<file path="src/rtl/tlb_idma_mutex_ctrl.sv">
`default_nettype none
// ============================================================================
// Module   : tlb_idma_mutex_ctrl
// Brief    : Ownership arbiter for the shared TLB iDMA request channel.
//            Grants the read- or write-side miss handler exclusive use of
//            the channel (round-robin on contention), holds the grant until
//            release, then drains outstanding ctl requests before
//            re-arbitrating. Drives the rd/wr iDMA arbiter's mutex select.
// Options  : MUTEX_TIMEOUT_EN - ownership watchdog (TIMEOUT_CYCLES) that
//            force-revokes a grant and pulses timeout_irq.
// Revision : 1.0 - initial release
// ============================================================================
module tlb_idma_mutex_ctrl #(
  parameter int OUT_BITS       = 4,
  parameter int TIMEOUT_CYCLES = 1024
) (
  input  logic                aclk,
  input  logic                aresetn,
  input  logic                rd_req,
  input  logic                wr_req,
  input  logic                rd_rel,
  input  logic                wr_rel,
  input  logic                idma_issue,
  input  logic                idma_done,
  output logic                rd_gnt,
  output logic                wr_gnt,
  output logic                mutex,
  output logic                busy,
  output logic [OUT_BITS-1:0] outstanding,
  output logic                err,
  output logic                timeout_irq
);

  typedef enum logic [1:0] {
    S_IDLE   = 2'd0,
    S_RD_OWN = 2'd1,
    S_WR_OWN = 2'd2,
    S_DRAIN  = 2'd3
  } state_t;

  localparam logic [OUT_BITS-1:0] c_out_max = '1;

  state_t              r_state;
  state_t              w_state_nxt;
  logic                r_last_wr;
  logic                w_last_wr_nxt;
  logic                r_mutex;
  logic                w_mutex_nxt;
  logic                r_rd_gnt;
  logic                r_wr_gnt;
  logic                r_busy;
  logic                r_err;
  logic                r_irq;
  logic                w_irq_nxt;
  logic [OUT_BITS-1:0] r_out;
  logic [OUT_BITS-1:0] w_out_nxt;
  logic                w_err_evt;
  logic                w_tmo;

  // Outstanding ctl counter update: saturates at both ends and flags misuse.
  always_comb begin
    w_out_nxt = r_out;
    w_err_evt = 1'b0;
    if (idma_issue && !idma_done) begin
      if (r_out == c_out_max) w_err_evt = 1'b1;
      else                    w_out_nxt = r_out + 1'b1;
    end else if (!idma_issue && idma_done) begin
      if (r_out == '0) w_err_evt = 1'b1;
      else             w_out_nxt = r_out - 1'b1;
    end
  end

`ifdef MUTEX_TIMEOUT_EN
  localparam int                   c_tmr_w    = $clog2(TIMEOUT_CYCLES);
  localparam logic [c_tmr_w-1:0]   c_tmr_last = c_tmr_w'(TIMEOUT_CYCLES - 1);

  logic [c_tmr_w-1:0] r_tmr;

  // Owned-cycle counter; held at zero whenever nobody owns the channel.
  always_ff @(posedge aclk) begin
    if (!aresetn || r_state == S_IDLE || r_state == S_DRAIN) r_tmr <= '0;
    else                                                     r_tmr <= r_tmr + 1'b1;
  end

  assign w_tmo = (r_tmr == c_tmr_last);
`else
  logic w_unused_tmo;

  assign w_tmo        = 1'b0;
  assign w_unused_tmo = (TIMEOUT_CYCLES < 2);
`endif

  // Next-state, round-robin and mutex selection.
  always_comb begin
    w_state_nxt   = r_state;
    w_last_wr_nxt = r_last_wr;
    w_mutex_nxt   = r_mutex;
    w_irq_nxt     = 1'b0;
    case (r_state)
      S_IDLE: begin
        // On a tie the handler that did not own last time wins.
        if (rd_req && (!wr_req || r_last_wr)) begin
          w_state_nxt   = S_RD_OWN;
          w_last_wr_nxt = 1'b0;
          w_mutex_nxt   = 1'b0;
        end else if (wr_req) begin
          w_state_nxt   = S_WR_OWN;
          w_last_wr_nxt = 1'b1;
          w_mutex_nxt   = 1'b1;
        end
      end
      S_RD_OWN: begin
        // A release in the watchdog cycle wins and suppresses the irq.
        if (rd_rel) begin
          w_state_nxt = S_DRAIN;
        end else if (w_tmo) begin
          w_state_nxt = S_DRAIN;
          w_irq_nxt   = 1'b1;
        end
      end
      S_WR_OWN: begin
        if (wr_rel) begin
          w_state_nxt = S_DRAIN;
        end else if (w_tmo) begin
          w_state_nxt = S_DRAIN;
          w_irq_nxt   = 1'b1;
        end
      end
      S_DRAIN: begin
        // Leave as soon as the count settles at zero after this cycle's
        // completions, so a final done lets IDLE follow immediately.
        if (w_out_nxt == '0 && !idma_issue) w_state_nxt = S_IDLE;
      end
      default: w_state_nxt = S_IDLE;
    endcase
  end

  // State and registered outputs.
  always_ff @(posedge aclk) begin
    if (!aresetn) begin
      r_state   <= S_IDLE;
      r_last_wr <= 1'b1;
      r_mutex   <= 1'b0;
      r_rd_gnt  <= 1'b0;
      r_wr_gnt  <= 1'b0;
      r_busy    <= 1'b0;
      r_out     <= '0;
      r_err     <= 1'b0;
      r_irq     <= 1'b0;
    end else begin
      r_state   <= w_state_nxt;
      r_last_wr <= w_last_wr_nxt;
      r_mutex   <= w_mutex_nxt;
      r_rd_gnt  <= (w_state_nxt == S_RD_OWN);
      r_wr_gnt  <= (w_state_nxt == S_WR_OWN);
      r_busy    <= (w_state_nxt != S_IDLE);
      r_out     <= w_out_nxt;
      r_err     <= r_err | w_err_evt;
      r_irq     <= w_irq_nxt;
    end
  end

  assign rd_gnt      = r_rd_gnt;
  assign wr_gnt      = r_wr_gnt;
  assign mutex       = r_mutex;
  assign busy        = r_busy;
  assign outstanding = r_out;
  assign err         = r_err;
  assign timeout_irq = r_irq;

endmodule
`default_nettype wire
</file>
<file path="config.mk">
export PLATFORM = sky130hd
export DESIGN_NAME = tlb_idma_mutex_ctrl
export DESIGN_NICKNAME = d
export VERILOG_FILES = /design/src/rtl/tlb_idma_mutex_ctrl.sv
export SDC_FILE = /design/constraint.sdc
export NUM_CORES = 1
export LEC_CHECK = 0
export ABC_AREA = 1
export ABC_CLOCK_PERIOD_IN_PS = 1970
export CAP_MARGIN = 20
export CORE_AREA = 2 2 42 44
export DETAILED_ROUTE_END_ITERATION = 6
export DIE_AREA = 0 0 44 46
export GPL_TIMING_DRIVEN = 0
export PLACE_DENSITY_LB_ADDON = 0.1
export SLEW_MARGIN = 20
export SYNTH_ARGS = -nofsm -noshare
export SYNTH_HDL_FRONTEND = slang
export SYNTH_SLANG_ARGS = --single-unit
</file>
<file path="constraint.sdc">
create_clock -name aclk -period 1.97 [get_ports aclk]
set_clock_uncertainty 0.1 [all_clocks]
set_input_delay 0.197 -clock aclk [delete_from_list [all_inputs] [get_ports aclk]]
set_output_delay 0.197 -clock aclk [all_outputs]
set_load 0.03 [all_outputs]
</file>
## Yosys cells after proc, flatten, opt, wreduce, memory -nomap -nowiden

Cells that the tools add are included.

- Register bits: 12
- Input bits: 8

- Equal/unequal tests: 6
- Reductions and logical operators: 14
- Add/subtract/negate cells: 2
- Mux-type cells: 16
- Bitwise operators: 1

Operators by type and width:

| operator | count |
|---|---|
| $mux W4 | 4 |
| $mux W2 | 5 |
| $logic_not A4 Y1 | 2 |
| $pmux W2 S4 | 1 |
| $eq A2 B2 Y1 const B | 3 |
| $mux W1 | 6 |
| $add A4 B1 Y4 const B | 1 |
| $eq A2 B1 Y1 const B | 2 |
| $eq A4 B4 Y1 const B | 1 |
| $logic_and A1 B1 Y1 | 4 |
| $reduce_bool A2 Y1 | 2 |
| $sub A4 B1 Y4 const B | 1 |
| $logic_not A1 Y1 | 3 |
| $logic_not A2 Y1 | 1 |
| $reduce_and A2 Y1 | 1 |
| $logic_or A1 B1 Y1 | 1 |
| $or A1 B1 Y1 | 1 |

## Longest topological paths before layout

Gate-level depths: netlist of run 1.

- Word-level depth: 9
- Depth in mapped cells: 13

## Least setup slack after synthesis of run 1

No wires, ideal clock.

- Kind: reg-to-reg
- From: register r_out[0] (netlist: outstanding[0])
- To: register r_busy (netlist: busy)
- Period minus slack after synthesis: 1.859 ns
- Library setup time: 0.115 ns
- Data arrival time: 1.644 ns
- Stages on the path, launching flop included: 13
- Path buffers: 0
- Slack: 0.111 ns
- Path through: dfxtp_1 -> inv_1 -> ha_1 -> nand2_1 -> o21ai_0 -> nand2_1 -> nand2_1 -> nor2_1 -> nand2_1 -> nand2_1 -> nand2_1 -> nand2_1 -> nand2_1

- Cells in the longest elaborated chain, start to end: 9
- Elaborated cells on any way between the ends: 13
- Classes of those cells: 2 x add/sub; 1 x eq/ne; 6 x mux; 4 x reduce/logical

RTL lines:

| what | line | RTL |
|---|---|---|
| start, declared | 55 | `logic [OUT_BITS-1:0] r_out;` |
| start signal, assigned | 157 | `r_out <= w_out_nxt;` |
| $sub A4 B1 Y4 / $logic_not A4 Y1 (equally long branches) | 69, 68 |  |
| $mux W4 | 68 | `if (r_out == '0) w_err_evt = 1'b1;` |
| $mux W4 | 67 | `end else if (!idma_issue && idma_done) begin` |
| $mux W4 (*) | 64 | `if (idma_issue && !idma_done) begin` |
| $logic_not A4 Y1 (*) | 132 | `if (w_out_nxt == '0 && !idma_issue) w_state_nxt = S_IDLE;` |
| $logic_and A1 B1 Y1 (*) | 132 |  |
| $mux W2 (*) | 132 |  |
| $pmux W2 S4 (*) | 99 | `case (r_state)` |
| $reduce_bool A2 Y1 (*) | 156 | `r_busy <= (w_state_nxt != S_IDLE);` |
| end signal, assigned | 156 |  |
| end, declared | 51 | `logic r_busy;` |

Every way passes the cells marked *; elsewhere a longest branch is shown, timed or not.
A chain may end at the register's enable or synchronous reset.

## Worst setup path in the final report of run 1

- From: register r_out[1] (netlist: outstanding[1])
- To: register r_busy (netlist: busy)

Same word-level chain as after synthesis.

==> results of run 1 <==
synthesized netlist by cell type:
library cell,n
nand3_1,15
o211ai_1,1
conb_1,1
dfxtp_1,12
inv_2,4
ha_1,2
inv_1,10
nand3_2,1
nand4_1,2
nand2_1,31
o21ai_0,3
nor2_1,6
nor2_2,2
a21oi_1,5
o22ai_1,1
nor2_4,2
nor3_1,1
buf_6,1
nand2_2,2
buf_4,1
power by group through the flow:
stage	clock network, uW	registers, uW	logic (uW)
2_1_floorplan	0	341	124
3_3_place_gp	0	299	246
3_5_place_dp	0	300	251
4_1_cts	196	294	251
5_1_grt	211	299	276
6_report	193	295	252
final timing paths:
check,end,start,slack [ns]
max reg2reg,busy$_SDFF_PN0_,outstanding[1]$_SDFF_PN0_,0.21
min,mutex$_SDFFE_PN0P_,mutex$_SDFFE_PN0P_,0.38
max,busy$_SDFF_PN0_,outstanding[1]$_SDFF_PN0_,0.21
min reg2reg,mutex$_SDFFE_PN0P_,mutex$_SDFFE_PN0P_,0.38
worst max-delay path, stage by stage (launching register included):
cell and delay, ns:
dfxtp_2 0.35, inv_1 0.09, ha_1 0.21, nand3_1 0.13, nand2_1 0.12, nand2_1 0.06
nand3_1 0.09, nand2_1 0.06, nor2_1 0.10, nand2_1 0.07, nand2_1 0.06, nand2_1 0.06
nand2_1 0.10, nand2_1 0.05
through the flow:
step	setup slack (ns)	power, uW	hold slack, ns	area, sq um	instances
after detailed placement	0.004353	551.2	0.3664	864.6	136
after global placement	0.03224	544.7	0.3594	864.6	136
after CTS	0.1159	741.5	0.3842	900.9	140
after global routing	0.01175	786.4	0.4027	908.4	140
final	0.2064	740.4	0.3803	908.4	140
after floorplan	0.1111	464.4	0.1831	683.2	103
layout make-up:
cell class / count / share of cell area, %
inverters: 14 / 5.785
plain buffers: 2 / 2.066
clock buffers: 4 / 3.994
flip-flops and latches: 12 / 26.72
well taps: 17 / 2.342
multi-input cells: 75 / 41.46
repair buffers: 16 / 17.63
placed cells by master (no fill, tap or decap), drive strengths merged, types with 2 or more instances in the layout:
| cell type | netlist | layout |
|---|---|---|
| buf | 2 | 2 |
| ha | 2 | 2 |
| nand4 | 2 | 2 |
| clkdlybuf4s50 | 0 | 16 |
| o21ai | 3 | 3 |
| nor2 | 10 | 10 |
| inv | 14 | 14 |
| nand2 | 33 | 33 |
| nand3 | 16 | 16 |
| clkbuf | 0 | 4 |
| a21oi | 5 | 5 |
| dfxtp | 12 | 12 |
layer usage:
layer,vias to the layer above,GRT usage [%]
li1,367,-
met3,5,3.571
met5,-,0
met1,305,14.66
met4,0,12.73
met2,15,27.94
flip-flops by register name, summed over array words and instances (netlist names):
| name | cells |
|---|---|
| r_state | 2 |
| mutex | 1 |
| r_last_wr | 1 |
| busy | 1 |
| err | 1 |
| outstanding | 4 |
| rd_gnt | 1 |
| wr_gnt | 1 |
cell families (layout without fill, tap and decap cells):
family | count (synthesis) | after routing | synth area share [%]
AOI/OAI and AO/OA | 10 | 10 | 7.875
adders and majority gates | 2 | 2 | 3.662
buffers and inverters | 16 | 36 | 10.44
DFF | 12 | 12 | 35.16
other | 1 | 1 | 0.5489
and+or+nand+nor | 62 | 62 | 42.31
repair_timing:
action	CTS	global route
endpoints found under the hold margin	0	0
buffers inserted	0	0
resized for setup	0	4
setup endpoints to repair	0	5
==> out/metrics.yaml, run 1 <==
global_route:
  antenna_found_initial: 0
  grt_use_total_pct: 15.40
  grt_max_degree: 9
  grt_pass1_wl_mm: 2.159
  overflow: 0
  grt_pass1_vias: 585
clocking:
  clock-sinks: 12
  cts_buffers: 3
  root_buffer: "clkbuf_4"
  postCtsHoldBufs: 0
  clk_latency_ns: 0.27
  htree_levels: 1
  cts_buffer_depth: 2
  cts_tree: "built"
  clk_pin_slew_ns: 0.07
sta:
  setup_viol_count_final: 0
  rsz0062_at_grt: "no"
  fin_crit_sh_pct: 89.52
  maxSlewViolCount: 0
  hold_viol_final: 0
  finalCriticalPeriod_ns: 1.764
  setup_tns_ns: 0
  fmax_ghz: 0.5670
run_status:
  outcome: "finished, final reports clean"
route:
  top_layer_used: "met4"
  wl_per_cell_um: 9.936
  drt-pass1-iter-count: 4
  viasPerCell: 4.943
  wl_met2_um: 717
  drt_iter0_drc: 9
  met1_length_um: 580
  drt_wl_total_mm: 1.391
  met3_length_um: 46
  vias: 692
  drc: 0
  route.antenna.remaining_nets: 0
power:
  internal-power_uw: 488.7
  p_leak_uw: 0.0004408
  pwr-share-clk_pct: 26.1
  power.density_nw_per_um2: 815.0
  swShare_pct: 33.99
  ir_drop_v: 0.0005280
  power_frac_comb_pct: 34.1
  p_sw_uw: 251.7
  p_seq_share_pct: 39.8
floorplanning:
  fp.dieArea_sq_um: 2024
  num_rows: 15
  die-height_um: 46
  coreArea_sq_um: 1614
  ioPinCount: 18
  start_util_pct: 42.33
  die_w_um: 44
finish:
  nFillCells: 164
  num_antenna_cells: 0
  final_nets: 134
  multiInputGateArea_sq_um: 376.6
  seqCellArea_sq_um: 242.7
  drive_gt1_share_pct: 17.07
  fin_util_pct: 56.28
  areaGrowthSynthToFinish_pct: 32.97
logic_synthesis:
  synth_seq_cells: 12
  syn_area_per_cell_sq_um: 6.633
  synthesis.nets: 113
  ys_top_cells_by_area: "dfxtp_1, nand2_1, nand3_1"
  synth_warnings: 0
  syn_area_sq_um: 683.2
  synth_top_area_share_pct: 35.16
  syn_inst: 103
  yosysSeqAreaShare_pct: 35.16
  synth.distinct_cells: 20
  synth_top_area_cell: "dfxtp_1"
run:
  max-cap-violations: 0
worst_setup_path:
  cp-end-kind: "flip-flop"
  critPathKind: "flip-flop to flip-flop"
  cp-start-kind: "flip-flop"
  arrival_ns: 1.83
  cp.required_ns: 2.04
  r2r_cells: 13
  path_max_fanout: 6
placement:
  gp_congestion: 0.7838
  io_buffers: 16
  dp_hpwl_mm: 1.176
min_path:
  whs_path_depth: 2
  hp-class: "flip-flop to flip-flop"
Power figures use the tool's default switching activity.
==> run 2, diff against run 1 <==
--- a/config.mk
+++ b/config.mk
@@ -6,12 +6,13 @@
 export NUM_CORES = 1
 export LEC_CHECK = 0
 export ABC_AREA = 1
-export ABC_CLOCK_PERIOD_IN_PS = 1970
+export ABC_CLOCK_PERIOD_IN_PS = 2130
 export CAP_MARGIN = 20
-export CORE_AREA = 2 2 42 44
+export CORE_AREA = 2 2 41 43
 export DETAILED_ROUTE_END_ITERATION = 6
-export DIE_AREA = 0 0 44 46
+export DIE_AREA = 0 0 43 45
 export GPL_TIMING_DRIVEN = 0
+export HOLD_SLACK_MARGIN = 0.03
 export PLACE_DENSITY_LB_ADDON = 0.1
 export SLEW_MARGIN = 20
 export SYNTH_ARGS = -nofsm -noshare
==> constraint.sdc (replaced) <==
create_clock -name aclk -period 2.13 [get_ports aclk]
set_clock_uncertainty 0.1 [all_clocks]
set_input_delay 0.213 -clock aclk [delete_from_list [all_inputs] [get_ports aclk]]
set_output_delay 0.213 -clock aclk [all_outputs]
set_load 0.03 [all_outputs]
==> out/metrics.yaml, run 2 (synthesis results as in run 1) <==
run_status:
  outcome: "finished, final reports clean"
route:
  wl_per_cell_um: 10.06
  route.antenna.remaining_nets: 0
  drt_iter0_drc: 12
  drt-pass1-iter-count: 5
  viasPerCell: 5.051
  drc: 0
  vias: 697
  drt_wl_total_mm: 1.388
finish:
  most-common-layout-cells: "nand2_1, clkdlybuf4s50_1, nand3_1, dfxtp_1, inv_1"
  multiInputGateArea_sq_um: 371.6
  layout_commonest_cell: "nand2_1"
  largest_reg_flops: 4
  drive_gt1_share_pct: 13.93
  num_antenna_cells: 0
  seqCellArea_sq_um: 240.2
  final_nets: 134
  areaGrowthSynthToFinish_pct: 29.67
  final_cell_area_sq_um: 885.9
  nFillCells: 145
placement:
  dp_hpwl_mm: 1.187
  pre_cts_slack_ns: 0.09942
  gp_congestion: 0.8195
  io_buffers: 16
  place_area_sq_um: 863.3
sta:
  maxSlewViolCount: 0
  fin_crit_sh_pct: 86.89
  setup_viol_count_final: 0
  hold_viol_final: 0
  setup_tns_ns: 0
  finalCriticalPeriod_ns: 1.851
  fmax_ghz: 0.5403
  rsz0062_at_grt: "no"
  setup_slack_ns: 0.2793
clocking:
  htree_levels: 1
  cts_buffers: 3
  postCtsHoldBufs: 0
  clock-sinks: 12
  clk_latency_ns: 0.28
  cts_buffer_depth: 2
  clk_pin_slew_ns: 0.07
  cts_tree: "built"
  root_buffer: "clkbuf_4"
min_path:
  hp-class: "flip-flop to flip-flop"
  whs_path_depth: 2
  holdPathEnd: "err$_SDFF_PN0_"
  min-delay-start: "err$_SDFF_PN0_"
floorplanning:
  start_util_pct: 46.43
  coreArea_sq_um: 1471
  num_rows: 14
  ioPinCount: 18
  die_w_um: 43
  die-height_um: 45
  fp.dieArea_sq_um: 1935
worst_setup_path:
  r2r_cells: 13
  cp-start-kind: "flip-flop"
  rr_startpoint: "outstanding[0]$_SDFF_PN0_"
  critPathKind: "flip-flop to flip-flop"
  rr_endpoint: "rd_gnt$_SDFF_PN0_"
  cp-end-kind: "flip-flop"
  path_max_fanout: 6
  rrSetupSlack_ns: 0.28
  arrival_ns: 1.97
  cp.required_ns: 2.25
global_route:
  antenna_found_initial: 0
  grt_max_degree: 9
  grt_pass1_vias: 583
  overflow: 0
  grt_use_total_pct: 16.84
  grt_pass1_wl_mm: 2.359
run:
  max-cap-violations: 0
power:
  swShare_pct: 35.70
  power.density_nw_per_um2: 723.2
  pwr-share-clk_pct: 21.3
  p_seq_share_pct: 42.6
  internal-power_uw: 412.0
  ir_drop_v: 0.0004346
  p_sw_uw: 228.7
  p_leak_uw: 0.0004313
  power_frac_comb_pct: 36.2
run 2: metrics by stage:
| step | std cells | utilization [%] | power, uW | hold WS, ns |
|---|---|---|---|---|
| 5_1_grt | 138 | 60.20 | 690.2 | 0.4149 |
| 4_1_cts | 138 | 60.20 | 649.9 | 0.3796 |
| 3_5_place_dp | 135 | 58.67 | 511.7 | 0.3669 |
| 6_report | 138 | 60.20 | 640.7 | 0.3759 |
| 2_1_floorplan | 103 | - | 429.5 | 0.1991 |
| 3_3_place_gp | 135 | 58.67 | 505.2 | 0.3534 |
run 2: power by group through the flow:
| stage | registers, uW | clock network, uW | logic, uW |
|---|---|---|---|
| after floorplan | 315 | 0 | 114 |
| after global placement | 276 | 0 | 229 |
| after detailed placement | 278 | 0 | 233 |
| after CTS | 273 | 143 | 234 |
| after global routing | 277 | 156 | 257 |
| final | 273 | 136 | 232 |
run 2: how the worst max path moves through the flow:
stage                                   start           endpoint  slack [ns]  cells past startpoint
CTS                 outstanding[0]$_SDFF_PN0_    busy$_SDFF_PN0_        0.21                     13
finish              outstanding[0]$_SDFF_PN0_  rd_gnt$_SDFF_PN0_        0.28                     13
global placement                   idma_issue    busy$_SDFF_PN0_        0.16                     13
floorplan           outstanding[0]$_SDFF_PN0_    busy$_SDFF_PN0_        0.27                     12
global route        outstanding[0]$_SDFF_PN0_    busy$_SDFF_PN0_        0.03                     13
detailed placement                 idma_issue    busy$_SDFF_PN0_         0.1                     13
run 2: repair_timing:
item | CTS | global route
resized for setup | 0 | 1
setup buffers | 0 | 0
setup endpoints to repair | 0 | 1
endpoints found under the hold margin | 0 | 0
run 2: layout make-up:
type,instances,share of cell area (%)
Inverter,14,5.932
Sequential cell,12,27.12
Tap cell,16,2.260
Clock buffer,3,2.542
Timing Repair Buffer,16,18.08
Buffer,2,2.119
Multi-Input combinational cell,75,41.95
run 2: metal layers:
metal,GRT usage [%],vias to the layer above,wire [um]
li1,-,367,-
met1,18.66,304,555
met2,29.70,21,718
met3,4.400,5,77
met4,9.091,0,36
met5,0,-,0
run 2: critical path, stage by stage, from the launching register on:
cell and delay (ns):
dfxtp_1 0.45, inv_2 0.09, ha_1 0.23, nand3_1 0.14, nor2_2 0.05, nor2_2 0.09
nand3_1 0.12, nand2_1 0.09, nor2_1 0.04, nand2_1 0.07, nand2_1 0.06, nand2_1 0.08
nand2_1 0.09, nor2_1 0.09
==> run 3, diff against run 2 <==
--- a/config.mk
+++ b/config.mk
@@ -13,7 +13,7 @@
 export DIE_AREA = 0 0 43 45
 export GPL_TIMING_DRIVEN = 0
 export HOLD_SLACK_MARGIN = 0.03
-export PLACE_DENSITY_LB_ADDON = 0.1
+export PLACE_DENSITY_LB_ADDON = 0.12
 export SLEW_MARGIN = 20
 export SYNTH_ARGS = -nofsm -noshare
 export SYNTH_HDL_FRONTEND = slang
==> out/metrics.yaml, run 3 (synthesis results as in run 1) <==
run_status:
  outcome: "finished, final reports clean"
floorplanning:
  start_util_pct: 46.43
  coreArea_sq_um: 1471
  num_rows: 14
  fp.dieArea_sq_um: 1935
  ioPinCount: 18
  die-height_um: 45
  die_w_um: 43
power:
  ir_drop_v: 0.0004741
  power_frac_comb_pct: 36.4
  p_seq_share_pct: 42.9
  internal-power_uw: 411.4
  p_leak_uw: 0.0004315
  swShare_pct: 34.96
  p_sw_uw: 221.1
  power.density_nw_per_um2: 714.0
  pwr-share-clk_pct: 20.6
worst_setup_path:
  cp_top_family: "simple AND/OR/NAND/NOR gates"
  cpMostUsedCell: "nand2_1"
  cp.required_ns: 2.18
  path_depth: 13
  cp-end-kind: "flip-flop"
  critPathBufInv: 1
  rrSetupSlack_ns: 0.25
  rr_endpoint: "busy$_SDFF_PN0_"
  path_max_fanout: 6
  cp-start-kind: "flip-flop"
  rr_startpoint: "outstanding[0]$_SDFF_PN0_"
  path_cells: "inv_1, ha_1, nand3_1, nor2_2, nor2_2, nand2_1, nand2_2, nor2_1, nand2_1, nand2_1, nand2_1, nand2_1, nand2_1"
  crit_path_top_delay_cell: "dfxtp_1"
  arrival_ns: 1.93
  r2r_cells: 13
  max_stage_delay_ns: 0.37
  critPathKind: "flip-flop to flip-flop"
finish:
  nFillCells: 160
  drive_gt1_share_pct: 13.11
  final_cell_area_sq_um: 885.9
  largest_reg_flops: 4
  num_antenna_cells: 0
  areaGrowthSynthToFinish_pct: 29.67
  final_nets: 134
  most-common-layout-cells: "nand2_1, clkdlybuf4s50_1, nand3_1, dfxtp_1, inv_1"
  layout_commonest_cell: "nand2_1"
min_path:
  holdPathEnd: "mutex$_SDFFE_PN0P_"
  hp-class: "flip-flop to flip-flop"
  whs_path_depth: 2
  min-delay-start: "mutex$_SDFFE_PN0P_"
clocking:
  htree_levels: 1
  cts_buffer_depth: 2
  cts_buffers: 3
  cts_tree: "built"
  root_buffer: "clkbuf_4"
  cts_resized: 0
  cts_setup_buffers: 0
  clk_latency_ns: 0.26
  clk_pin_slew_ns: 0.07
  clock-sinks: 12
  postCtsHoldBufs: 0
sta:
  hold_viol_final: 0
  setup_tns_ns: 0
  fin_crit_sh_pct: 88.04
  rsz0062_at_grt: "no"
  maxSlewViolCount: 0
  finalCriticalPeriod_ns: 1.875
  fmax_ghz: 0.5333
  setup_viol_count_final: 0
route:
  drc: 0
  drt_iter0_drc: 2
  vias: 683
  route.antenna.remaining_nets: 0
  top_layer_used: "met4"
  viasPerCell: 4.949
  wl_per_cell_um: 9.819
  met1_length_um: 590
  drt_wl_total_mm: 1.355
  wl_met2_um: 672
  met3_length_um: 63
  drt-pass1-iter-count: 4
global_route:
  grt_use_total_pct: 17.40
  grt_pass1_vias: 640
  overflow: 0
  grt_pass1_wl_mm: 2.511
  antenna_found_initial: 0
  grt_max_degree: 9
placement:
  gp_congestion: 0.8404
  dp_hpwl_mm: 1.165
  place_area_sq_um: 863.3
  io_buffers: 16
run:
  max-cap-violations: 0
run 3: area by class of cell:
| type | instances | area (sq um) | share of cell area (%) |
|---|---|---|---|
| multi-input combinational | 75 | 371.6 | 41.95 |
| sequential | 12 | 240.2 | 27.12 |
| timing repair buffer | 16 | 160.2 | 18.08 |
| inverter | 14 | 52.55 | 5.932 |
| clock buffer | 3 | 22.52 | 2.542 |
| tap | 16 | 20.02 | 2.260 |
| buffer | 2 | 18.77 | 2.119 |
run 3: worst register-to-register path, delay by kind of cell (launching register included):
family | cells | cell delay (ns)
adder cells (fa/ha/maj) | 1 | 0.21
AND/OR/NAND/NOR | 11 | 0.96
buffers and inverters | 1 | 0.14
flip-flops | 1 | 0.37
run 3: how the worst max path moves through the flow:
stage | end | from | slack (ns)
after global routing | rd_gnt$_SDFF_PN0_ | outstanding[0]$_SDFF_PN0_ | 0.05
after floorplan | busy$_SDFF_PN0_ | outstanding[0]$_SDFF_PN0_ | 0.27
after CTS | busy$_SDFF_PN0_ | outstanding[0]$_SDFF_PN0_ | 0.25
after global placement | busy$_SDFF_PN0_ | idma_issue | 0.18
final | busy$_SDFF_PN0_ | outstanding[0]$_SDFF_PN0_ | 0.25
after detailed placement | busy$_SDFF_PN0_ | idma_issue | 0.14
run 3: through the flow:
| step | utilization, % | setup WS [ns] | hold WS, ns | power, uW | cells |
|---|---|---|---|---|---|
| 2_1_floorplan | - | 0.2711 | 0.1991 | 429.5 | 103 |
| 3_3_place_gp | 58.67 | 0.1790 | 0.3578 | 504.7 | 135 |
| 3_5_place_dp | 58.67 | 0.1436 | 0.3595 | 509.1 | 135 |
| 4_1_cts | 60.20 | 0.2478 | 0.3672 | 638.6 | 138 |
| 5_1_grt | 60.20 | 0.05323 | 0.3903 | 680.2 | 138 |
| 6_report | 60.20 | 0.2547 | 0.3651 | 632.5 | 138 |
run 3: power groups by stage:
stage | Clock [uW] | Sequential (uW) | Combinational (uW)
after floorplan | 0 | 315 | 114
after global placement | 0 | 276 | 229
after detailed placement | 0 | 277 | 232
after CTS | 134 | 272 | 233
after global routing | 147 | 275 | 258
final | 130 | 272 | 231
run 3: metal layers:
layer	vias up	track usage (%)
li1	372	-
met1	289	19.06
met2	18	31.52
met3	4	5.200
met4	0	7.273
met5	-	0
